[src/rtl/uart_pkg.sv]
// uart_pkg: frame-level constants and FSM encoding shared by the UART transmit and receive paths.
package uart_pkg;
    localparam int DATA_WIDTH_DEF = 8;
    localparam logic PAR_EVEN = 1'b0;
    localparam logic PAR_ODD = 1'b1;
    typedef enum logic [2:0] {IDLE, START, DATA, PARITY, STOP} tx_state_t;
endpackage

[src/rtl/uart_tx_frame_if.sv]
// uart_tx_frame_if: byte-source request bundle plus the serial line and busy status.
interface uart_tx_frame_if #(
    parameter int DATA_WIDTH = uart_pkg::DATA_WIDTH_DEF,
    parameter int PRESC_W = 6
);
    logic [DATA_WIDTH-1:0] P_DATA;
    logic Data_Valid;
    logic PAR_EN;
    logic PAR_TYPE;
    logic [PRESC_W-1:0] PRESCALE;
    logic TX_OUT;
    logic busy;
    modport master (output P_DATA, Data_Valid, PAR_EN, PAR_TYPE, PRESCALE, input TX_OUT, busy);
    modport slave (input P_DATA, Data_Valid, PAR_EN, PAR_TYPE, PRESCALE, output TX_OUT, busy);
endinterface

[src/rtl/uart_tx_bit_timer.sv]
// uart_tx_bit_timer: counts 0..P-1 per bit, latching P on load; bit_done marks the last cycle of a bit.
module uart_tx_bit_timer #(
    parameter int PRESC_W = 6
) (
    input  logic               clk,
    input  logic               rst,
    input  logic               load,
    input  logic               run,
    input  logic [PRESC_W-1:0] prescale,
    output logic               bit_done
);
    logic [PRESC_W-1:0] cnt_q, cnt_d, lim_q, lim_d;
    assign bit_done = run && (cnt_q == lim_q);
    always_comb begin
        lim_d = load ? ((prescale == '0) ? '0 : prescale - 1'b1) : lim_q;
        cnt_d = load ? '0 : run ? (bit_done ? '0 : cnt_q + 1'b1) : cnt_q;
    end
    always_ff @(posedge clk) begin
        if (rst) begin
            cnt_q <= '0;
            lim_q <= '0;
        end else begin
            cnt_q <= cnt_d;
            lim_q <= lim_d;
        end
    end
endmodule

[src/rtl/uart_tx_frame.sv]
// uart_tx_frame: serialises a latched byte as start, LSB-first data, optional parity and stop bits.
module uart_tx_frame
    import uart_pkg::*;
#(
    parameter int DATA_WIDTH = DATA_WIDTH_DEF,
    parameter int PRESC_W = 6
) (
    input logic CLK,
    input logic RST,
    uart_tx_frame_if.slave bus
);
    localparam int IW = (DATA_WIDTH > 1) ? $clog2(DATA_WIDTH) : 1;
    tx_state_t state_q, state_d;
    logic tx_q, tx_d, busy_q, busy_d, par_q, par_d, pen_q, pen_d;
    logic [DATA_WIDTH-1:0] sh_q, sh_d;
    logic [IW-1:0] idx_q, idx_d;
    logic load, run, bit_done;
    uart_tx_bit_timer #(.PRESC_W(PRESC_W)) u_timer (
        .clk(CLK), .rst(RST), .load(load), .run(run), .prescale(bus.PRESCALE), .bit_done(bit_done)
    );
    assign bus.TX_OUT = tx_q;
    assign bus.busy = busy_q;
    assign run = (state_q != IDLE);
    always_comb begin
        state_d = state_q;
        tx_d = tx_q;
        busy_d = busy_q;
        sh_d = sh_q;
        idx_d = idx_q;
        par_d = par_q;
        pen_d = pen_q;
        load = 1'b0;
        case (state_q)
            IDLE: begin
                tx_d = 1'b1;
                busy_d = 1'b0;
                if (bus.Data_Valid) begin
                    state_d = START;
                    tx_d = 1'b0;
                    busy_d = 1'b1;
                    sh_d = bus.P_DATA;
                    idx_d = '0;
                    par_d = (^bus.P_DATA) ^ (bus.PAR_TYPE == PAR_ODD);
                    pen_d = bus.PAR_EN;
                    load = 1'b1;
                end
            end
            START: if (bit_done) begin
                state_d = DATA;
                tx_d = sh_q[0];
                sh_d = sh_q >> 1;
                idx_d = '0;
            end
            DATA: if (bit_done) begin
                if (idx_q == IW'(DATA_WIDTH - 1)) begin
                    state_d = pen_q ? PARITY : STOP;
                    tx_d = pen_q ? par_q : 1'b1;
                end else begin
                    idx_d = idx_q + 1'b1;
                    tx_d = sh_q[0];
                    sh_d = sh_q >> 1;
                end
            end
            PARITY: if (bit_done) begin
                state_d = STOP;
                tx_d = 1'b1;
            end
            STOP: if (bit_done) begin
                state_d = IDLE;
                busy_d = 1'b0;
                tx_d = 1'b1;
            end
            default: begin
                state_d = IDLE;
                tx_d = 1'b1;
                busy_d = 1'b0;
            end
        endcase
    end
    always_ff @(posedge CLK) begin
        if (RST) begin
            state_q <= IDLE;
            tx_q <= 1'b1;
            busy_q <= 1'b0;
            sh_q <= '0;
            idx_q <= '0;
            par_q <= 1'b0;
            pen_q <= 1'b0;
        end else begin
            state_q <= state_d;
            tx_q <= tx_d;
            busy_q <= busy_d;
            sh_q <= sh_d;
            idx_q <= idx_d;
            par_q <= par_d;
            pen_q <= pen_d;
        end
    end
endmodule

[src/flat_wrapper.sv]
// flat-port wrapper written by rule: the top's interface ports become plain ports
module uart_tx_frame_flat import uart_pkg::*;
#(
    parameter int DATA_WIDTH = DATA_WIDTH_DEF,
    parameter int PRESC_W = 6
)
  (CLK, RST, bus_P_DATA, bus_Data_Valid, bus_PAR_EN, bus_PAR_TYPE, bus_PRESCALE, bus_TX_OUT, bus_busy);
  uart_tx_frame_if #(.DATA_WIDTH(DATA_WIDTH), .PRESC_W(PRESC_W)) bus_i ();
  input logic CLK;
  input logic RST;
  input wire logic [$bits(bus_i.P_DATA)-1:0] bus_P_DATA;
  input wire logic [$bits(bus_i.Data_Valid)-1:0] bus_Data_Valid;
  input wire logic [$bits(bus_i.PAR_EN)-1:0] bus_PAR_EN;
  input wire logic [$bits(bus_i.PAR_TYPE)-1:0] bus_PAR_TYPE;
  input wire logic [$bits(bus_i.PRESCALE)-1:0] bus_PRESCALE;
  output wire logic [$bits(bus_i.TX_OUT)-1:0] bus_TX_OUT;
  output wire logic [$bits(bus_i.busy)-1:0] bus_busy;
  assign bus_i.P_DATA = bus_P_DATA;
  assign bus_i.Data_Valid = bus_Data_Valid;
  assign bus_i.PAR_EN = bus_PAR_EN;
  assign bus_i.PAR_TYPE = bus_PAR_TYPE;
  assign bus_i.PRESCALE = bus_PRESCALE;
  assign bus_TX_OUT = bus_i.TX_OUT;
  assign bus_busy = bus_i.busy;
  uart_tx_frame #(.DATA_WIDTH(DATA_WIDTH), .PRESC_W(PRESC_W)) u_core (.CLK(CLK), .RST(RST), .bus(bus_i));
endmodule
[config.mk]
export PLATFORM = sky130hd
export DESIGN_NAME = uart_tx_frame_flat
export DESIGN_NICKNAME = d
export VERILOG_FILES = /design/src/rtl/uart_pkg.sv /design/src/rtl/uart_tx_frame_if.sv /design/src/rtl/uart_tx_bit_timer.sv /design/src/rtl/uart_tx_frame.sv /design/src/flat_wrapper.sv
export SDC_FILE = /design/constraint.sdc
export NUM_CORES = 1
export LEC_CHECK = 0
export ABC_AREA = 1
export ABC_CLOCK_PERIOD_IN_PS = 2120
export CAP_MARGIN = 20
export CORE_MARGIN = 2
export CORE_UTILIZATION = 55
export DETAILED_ROUTE_END_ITERATION = 16
export PLACE_DENSITY = 0.79
export RECOVER_POWER = 25
export SLEW_MARGIN = 20
export SYNTH_ARGS = -nofsm -noshare
export SYNTH_HDL_FRONTEND = slang
export SYNTH_SLANG_ARGS = --single-unit
[constraint.sdc]
create_clock -name CLK -period 2.12 [get_ports CLK]
set_clock_uncertainty 0.15 [all_clocks]
set_input_delay 0.212 -clock CLK [delete_from_list [all_inputs] [get_ports CLK]]
set_output_delay 0.212 -clock CLK [all_outputs]
set_load 0.01 [all_outputs]
# == After elaboration in Yosys (flattened, before gate mapping) ==
# Cells that the tools add are included.
# totals
regBits,30
# classes
add_sub_neg,3
eq_ne,14
n_mux,30
bitwise_logic,2
reduce_logical,14
# op_table
operator,count
$mux 8,4
$mux 3,10
$pmux 8 s3,1
$pmux 3 s5,1
$mux 6,2
$ne 2x2->1 const B,6
$mux 1,9
$pmux 3 s3,1
$reduce_xor 8->1,1
$add 6x1->6 const B,1
$eq 3x2->1 const B,2
$eq 3x3->1 const B,2
$eq 6x6->1,1
$logic_not 6->1,1
$reduce_and 6->1,1
$reduce_bool 3->1,2
$sub 6x1->6 const B,1
$reduce_and 5->1,1
$ne 2x1->1 const B,2
$pmux 1 s4,1
$reduce_and 2->1,2
$reduce_or 2->1,2
$add 3x1->3 const B,1
$eq 3x1->1 const B,1
7 further kinds,7

# == Longest topological paths before layout ==
# Gate-level depths: netlist of the first run.
# depth
depth_word,4
mapped_depth,11
ltp_nobuf,11

# == Cells and area by module ==
# Synthesis of the first run repeated with hierarchy kept, for this count alone.
# unflattened
hier_cells,300
area_unflattened_um2,1881.8
# by_module_without_submodules
mod,n_inst,cells_per_inst,area_per_inst_um2,seq_area_each_um2
uart_tx_frame,1,191,1158.6,360.3
uart_tx_bit_timer,1,109,723.2,240.2

# == Least setup slack after synthesis of the first run ==
# No wires, ideal clock.
# synth_timing
kind,flip-flop to flip-flop
start,register u_core.state_q[2]
end,register u_core.idx_q[0]
setup_time_ps,113
t_arrival_ps,1246
t_required_ps,1857
setup_slack_ps,611
stages_incl_launch_ff,11
path_buffers,1
synth_period_minus_slack_ps,1509
cell_sequence,dfxtp_1 inv_2 nand2_4 nand3_1 nor2_1 nand2_2 nand2_2 nand3_2 buf_4 nor2_1 nor2_1
# synth_between
elab_chain_len,4
word_cells_on_any_way,12
classes_between,eq/ne: 6; mux: 1; reduce/logical: 5
# synth_rtl
element,line_no,source
"start, declared",uart_tx_frame.sv:13,"tx_state_t state_q, state_d;"
"start signal, assigned",uart_tx_frame.sv:90,state_q <= state_d;
$reduce_bool 3->1,uart_tx_frame.sv:23,assign run = (state_q != IDLE);
$logic_and 1x1->1,uart_tx_bit_timer.sv:13,assign bit_done = run && (cnt_q == lim_q);
$ne 2x2->1 (no line),n/a,
$reduce_and 5->1 (no line),n/a,
"end signal, assigned",uart_tx_frame.sv:94,idx_q <= idx_d;
"end, declared",uart_tx_frame.sv:16,"logic [IW-1:0] idx_q, idx_d;"
# Parallel ways exist; a longest one is shown, timed or not.
# A chain may end at the register's enable or synchronous reset.

# == Worst setup path after layout of the first run ==
# layout_timing
start,register u_core.state_q[0]
end,register u_core.idx_q[0]
# The elaborated chain is that of the path after synthesis.

==> flow_metrics.tcl, run 1 <==
set metrics [dict create \
    global_route.overflow_total 0 \
    synth.net_count 267 \
    timing.critical_path.arrival_ps 1900 \
    fin_nets 294 \
    synth.largest_area_cell "dfxtp_1" \
    core_um2 2980 \
    grt_start_max_net_pins 13 \
    crit_path_cell_trace "nor2_2, nand2_4, inv_1, nand2_1, nand2_1, inv_1, nand3_2, nor2_1, nor2_1" \
    avgSynthCellArea_um2 6.95 \
    synth.distinct_cells 24 \
    cellPowerDensity_nw_per_um2 1100 \
    aggregate_routed_wire_length_mm 3.52 \
    dp_hpwl_mm 2.61 \
    ys_top_cells_by_area "dfxtp_1 (36%), nand2_1 (15%), inv_1 (6.2%), xor2_1 (5.2%), nor2_1 (4.7%)" \
    detailroute.via_count 1624 \
    power.leakage_nw 0.890 \
    design_power_total_w 0.00219 \
    clock_tree.htree_level_count 2 \
    setup_viol_count_final 0 \
    ios 21 \
    detail_route.wl_per_cell_um 11.6 \
    initial_util_pct 56.7 \
    core.rowCount 20 \
    cpLargestDelayFamily "simple AND/OR/NAND/NOR gates" \
    clk_pin_slew_ps 90 \
    worst-endpoint-required_ps 2210 \
    cts.sinks 30 \
    cp_max_fo 11 \
    period_minus_slack_ps 1810 \
    cts_made_buffers 5 \
    post_synth_instance_area_um2 1690 \
    via_count_of_the_first_global_routing_pass 1445 \
    areaGrowthSynthToFinish_pct 17.5 \
    max_stage_delay_ps 420 \
    finalWeightedCongestion 0.861 \
    tightestPinTransition_ps 632 \
    grt_pass1_wl_mm 6.24 \
    cts_hold_repair.buffers 0 \
    remaining_drc_errors 0 \
    fmaxAchievable_mhz 553 \
    cts_buffer_depth 2 \
    maxSlewViolCount 0 \
    min-delay-path-class "primary input to register" \
    layout.cells.most_common "nand2_1" \
    synth.top_cell.area_share_pct 35.6 \
    tritoncts "yes" \
    postSynthCellCount 243 \
    slew-limit-headroom_pct 57.5 \
    max_cap_violations 0 \
    most-common-layout-cells "nand2_1 (69), dfxtp_1 (30), inv_1 (28)" \
    detail_route.first_pass.iterations 4 \
    detail_route.vias_per_cell 5.36 \
    unrepaired_setup_endpoints_after_global_routing "false" \
    dieHeight_um 59.4 \
    floorplan.die_area_um2 3530 \
    hold_slack_ps 313 \
    track_usage_pct 23.6 \
    post_cts.resized_instances 0 \
    run_status "finished, final reports clean" \
    worst_setup_path_start_kind "register" \
    drive_gt1_share_pct 7.78 \
    synth.ff_latch_count 30 \
    floorplan.die.width_um 59.4 \
    cp_num_buf_inv 2 \
    tns_setup_ps 0 \
    final.period_utilization_pct 85.3 \
    critical_setup_path_class "register to register" \
    number_of_failing_hold_endpoints_at_the_final_stage 0 \
    cp_slowest_cell "dfxtp_1" \
    root_buffer "clkbuf_4" \
    synth_warnings 0 \
    worst_setup_path_end_kind "register" \
    clkLatencyLatePin_ps 340 \
    post_cts_buffers 0 \
    antenna_found_initial 0 \
    vdd.ir_drop.worst_v 0.000488 \
    final_antenna_net_count 0 \
    dr.first_iter.drc_count 87 \
    buffer_ports.inserted 20 \
    antenna_cells 0 \
    synth_seq_area_share_pct 35.6 \
]
## through the flow
step                      util [%]  std cells  instance area (um2)  setup WS (ps)
after floorplan                  -        243                 1690            611
after global placement        65.1        296                 1940            218
after detailed placement      65.1        296                 1940            137
after CTS                     66.6        303                 1980            307
after global routing          66.6        303                 1980            109
final                         66.6        303                 1980            312
## per-layer routing
layer | wire length [um] | GRT usage (%) | vias up
met4 | 82 | 10.1 | 0
met1 | 1610 | 30.7 | 730
li1 | - | - | 834
met5 | 0 | 0 | -
met3 | 243 | 6.99 | 10
met2 | 1580 | 36.3 | 50
## cell usage after synthesis
master     n
a211oi_1   1
a21oi_1   15
buf_2      2
buf_4      2
clkbuf_1   1
dfxtp_1   30
ha_1       5
inv_1     28
inv_2      2
nand2_1   69
nand2_2    2
nand2_4    1
nand3_1   14
nand3_2    4
nand4_1   11
nor2_1    21
nor2_2     1
nor3_1     2
nor3b_2    1
o21ai_0    7
o22ai_1    5
o31ai_1    1
xnor2_1    8
xor2_1    10
## final cells by class
| cell class | instances | area [um2] |
|---|---|---|
| Timing Repair Buffer | 25 | 238 |
| Fill cell | 269 | 995 |
| Sequential cell | 30 | 601 |
| Inverter | 30 | 113 |
| Tap cell | 33 | 41.3 |
| Clock buffer | 7 | 45.0 |
| Multi-Input combinational cell | 178 | 946 |
## worst register-to-register path, cell delays in order (launching register included)
cell	delay (ps)
dfxtp_1	420
nor2_2	100
nand2_4	110
inv_1	80
nand2_1	130
nand2_1	70
inv_1	190
nand3_2	250
nor2_1	150
nor2_1	50
## cells by family (layout without fill, tap and decap cells)
| logic type | after synthesis | in the layout | synth area share, % |
|---|---|---|---|
| flip-flops | 30 | 30 | 35.6 |
| AO/OA/AOI/OAI | 29 | 29 | 9.27 |
| XOR/XNOR | 18 | 18 | 9.34 |
| AND/OR/NAND/NOR | 126 | 126 | 33.7 |
| buffers and inverters | 35 | 62 | 8.38 |
| adder cells (fa/ha/maj) | 5 | 5 | 3.71 |
## report_power, final
group,switching [W],total (W),internal [W]
Sequential,0.0000928,0.000795,0.000702
Combinational,0.000676,0.00108,0.000401
Clock,0.000191,0.000315,0.000125
Total,0.000960,0.00219,0.00123
## sequential cells by signal, summed over array words and instances, names as in the netlist
name / count
u_core.bus.busy: 1
u_core.bus.TX_OUT: 1
u_core.sh_q: 8
u_core.u_timer.lim_q: 6
u_core.u_timer.cnt_q: 6
u_core.pen_q: 1
u_core.par_q: 1
u_core.state_q: 3
u_core.idx_q: 3
## path summary, 6_finish.rpt
check                     from  slack, ps         endpoint  depth (start not counted)
min reg2reg       u_core.par_q        310     u_core.par_q                          2
max          u_core.state_q[0]        310  u_core.idx_q[0]                          9
max reg2reg  u_core.state_q[0]        310  u_core.idx_q[0]                          9
min                 bus_PAR_EN        310     u_core.pen_q                          3
(Power assumes the default switching activity.)
==> run 2, diff against run 1 <==
CORE_UTILIZATION = 56   (was 55)
SYNTH_HIERARCHICAL = 1   (was default)
==> flow_metrics.tcl, run 2 <==
set metrics [dict create \
    cts_made_buffers 5 \
    worst_setup_path_end_kind "register" \
    finish.utilization_pct 69.0 \
    finalWeightedCongestion 0.898 \
    global_route.overflow_total 0 \
    ys_top_cells_by_area "dfxtp_1 (32%), nand2_1 (17%), inv_1 (11%), nor2_1 (9.2%), nand3_1 (4.3%)" \
    synth.top_cell.area_share_pct 31.9 \
    ios 21 \
    synth_seq_area_share_pct 31.9 \
    avgSynthCellArea_um2 6.27 \
    core.rowCount 21 \
    synth.largest_area_cell "dfxtp_1" \
    rr_startpoint "u_core/state_q[1]" \
    hold_slack_ps 313 \
    detail_route.wl_per_cell_um 10.7 \
    final.period_utilization_pct 95.8 \
    largest_register_ff_count 8 \
    layout.cells.most_common "nand2_1" \
    critical_setup_path_class "register to register" \
    detailroute.via_count 1880 \
    maxSlewViolCount 0 \
    post_synth_instance_area_um2 1880 \
    floorplan.die.width_um 62.0 \
    dieHeight_um 62.0 \
    cts_buffer_depth 2 \
    cp_max_fo 8 \
    yosys_most_used_dff "dfxtp_1" \
    clkLatencyLatePin_ps 330 \
    antenna_cells 0 \
    cellPowerDensity_nw_per_um2 1200 \
    slew-limit-headroom_pct 56.6 \
    areaGrowthSynthToFinish_pct 20.4 \
    setup_viol_count_final 0 \
    max_cap_violations 0 \
    synth.distinct_cells 27 \
    synth.top_cells.by_count "nand2_1 (84), inv_1 (53), nor2_1 (46), dfxtp_1 (30), nand3_1 (16)" \
    synth-async-reset-ratio_pct 0 \
    detail_route.vias_per_cell 4.99 \
    worst_setup_path_startpoint "u_core/state_q[1]" \
    ff2ff_path_depth 14 \
    via_count_of_the_first_global_routing_pass 1561 \
    root_buffer "clkbuf_4" \
    floorplan.die_area_um2 3840 \
    dp_hpwl_mm 2.81 \
    fin_nets 354 \
    run_status "finished, final reports clean" \
    grt_start_max_net_pins 18 \
    critical_path.endpoint "u_core/sh_q[1]" \
    postSynthCellCount 300 \
    design_power_total_w 0.00271 \
    detailed_place.area_um2 2130 \
    final_antenna_net_count 0 \
    synth.ff_latch_count 30 \
    dr.first_iter.drc_count 132 \
    grt_pass1_wl_mm 6.22 \
    remaining_drc_errors 0 \
    tritoncts "yes" \
    reg2reg_setup_slack_ps 90 \
    synth_enable_flop_cells 0 \
    number_of_failing_hold_endpoints_at_the_final_stage 0 \
    most-common-layout-cells "nand2_1 (83), inv_1 (50), nor2_1 (45)" \
    fillers 297 \
    tightestPinTransition_ps 651 \
    power.leakage_nw 1.13 \
    detail_route.first_pass.iterations 5 \
    antenna_found_initial 0 \
    worst-endpoint-required_ps 2200 \
    synth.most_common_cell "nand2_1" \
    period_minus_slack_ps 2030 \
    synth.net_count 324 \
    tns_setup_ps 0 \
    fmaxAchievable_mhz 492 \
    vdd.ir_drop.worst_v 0.000663 \
    rr_endpoint "u_core/sh_q[1]" \
    track_usage_pct 22.0 \
    clock_tree.htree_level_count 2 \
    min-delay-path-class "register to register" \
    timing.critical_path.arrival_ps 2110 \
    aggregate_routed_wire_length_mm 4.02 \
    core_um2 3280 \
    clk_pin_slew_ps 100 \
    cts.sinks 30 \
    worst_setup_path_start_kind "register" \
    synth_warnings 6 \
    drive_gt1_share_pct 14.8 \
    regMostFlops "u_core/sh_q" \
    final_design_area_no_fill_um2 2270 \
    initial_util_pct 57.3 \
    cts_hold_repair.buffers 0 \
    buffer_ports.inserted 20 \
    reg_top3 "u_core/sh_q: 8 flops, u_core/u_timer/cnt_q: 6 flops, u_core/u_timer/lim_q: 6 flops" \
]
==> run 2: cell count changes after synthesis, sizes merged, moves of 2 or more <==
cell / before / now
o21ai: 7 / 24
xor2: 10 / 5
nand2: 72 / 88
nand3b: 0 / 2
xnor2: 8 / 3
nor2: 22 / 54
a21oi: 15 / 6
inv: 30 / 54
nand4: 11 / 2
==> run 2: per-stage QoR <==
stage          setup slack (ps)  cells
2_1_floorplan              49.9    300
3_3_place_gp                133    366
3_5_place_dp               68.3    366
4_1_cts                    25.0    374
5_1_grt                   -43.3    377
6_report                   88.5    377
==> run 2: per-layer routing <==
layer  track usage, %  vias up  part of all wire, %
met5                0        -                    0
met4             9.12        0                  2.3
met3             4.97       14                  5.0
met2             36.3       56                   46
met1             27.6      832                   46
li1                 -      978                    -
==> run 2: power by group <==
part | switching, W | internal, W
combinational | 0.000959 | 0.000567
clock | 0.000201 | 0.000160
sequential | 0.0000937 | 0.000729
total | 0.00125 | 0.00146
==> run 2: timing repair <==
action                     in CTS  in global routing
gates resized for setup         0                 20
setup endpoints to repair       0                 14
buffers inserted                0                  2
hold endpoints to repair        0                  0
==> run 2: worst min-delay path by stage <==
stage,start,end,slack [ps],cells past startpoint
2_1_floorplan,RST,u_core/bus.busy,130,1
3_3_place_gp,u_core/u_timer/lim_q[5],u_core/u_timer/lim_q[5],290,2
3_5_place_dp,u_core/bus.busy,u_core/bus.busy,300,2
4_1_cts,bus_PRESCALE[0],u_core/u_timer/lim_q[0],310,2
5_1_grt,bus_PRESCALE[0],u_core/u_timer/lim_q[0],350,2
6_report,u_core/bus.busy,u_core/bus.busy,310,2
==> run 2: logic make-up after synthesis <==
| family | count (synthesis) | synth area share, % |
|---|---|---|
| AND/OR/NAND/NOR | 165 | 38.2 |
| flip-flops | 30 | 31.9 |
| buffers and inverters | 58 | 12.8 |
| XOR/XNOR | 8 | 4.12 |
| adder cells (fa/ha/maj) | 5 | 3.32 |
| AO/OA/AOI/OAI | 34 | 9.71 |
==> run 2: cell type report <==
class	count	area, um2	area share, %
inverters	54	203	8.95
clock inverters	1	5.00	0.221
multi-input cells	213	1090	48.3
clock buffers	7	55.1	2.43
well taps	46	57.6	2.54
flip-flops and latches	30	606	26.7
repair buffers	26	245	10.8
==> run 2: worst max-delay path, stage by stage (launching register included) <==
cell and delay, ps:
dfxtp_2 360, nor2_4 60, nand2_2 80, inv_2 50, nor2_1 80, nand2_1 70, nor2_2 140, nand2_2 80
inv_2 60, inv_2 50, nand4_1 130, nand2_4 110, nand3b_4 260, o21ai_2 180, nor2_1 50
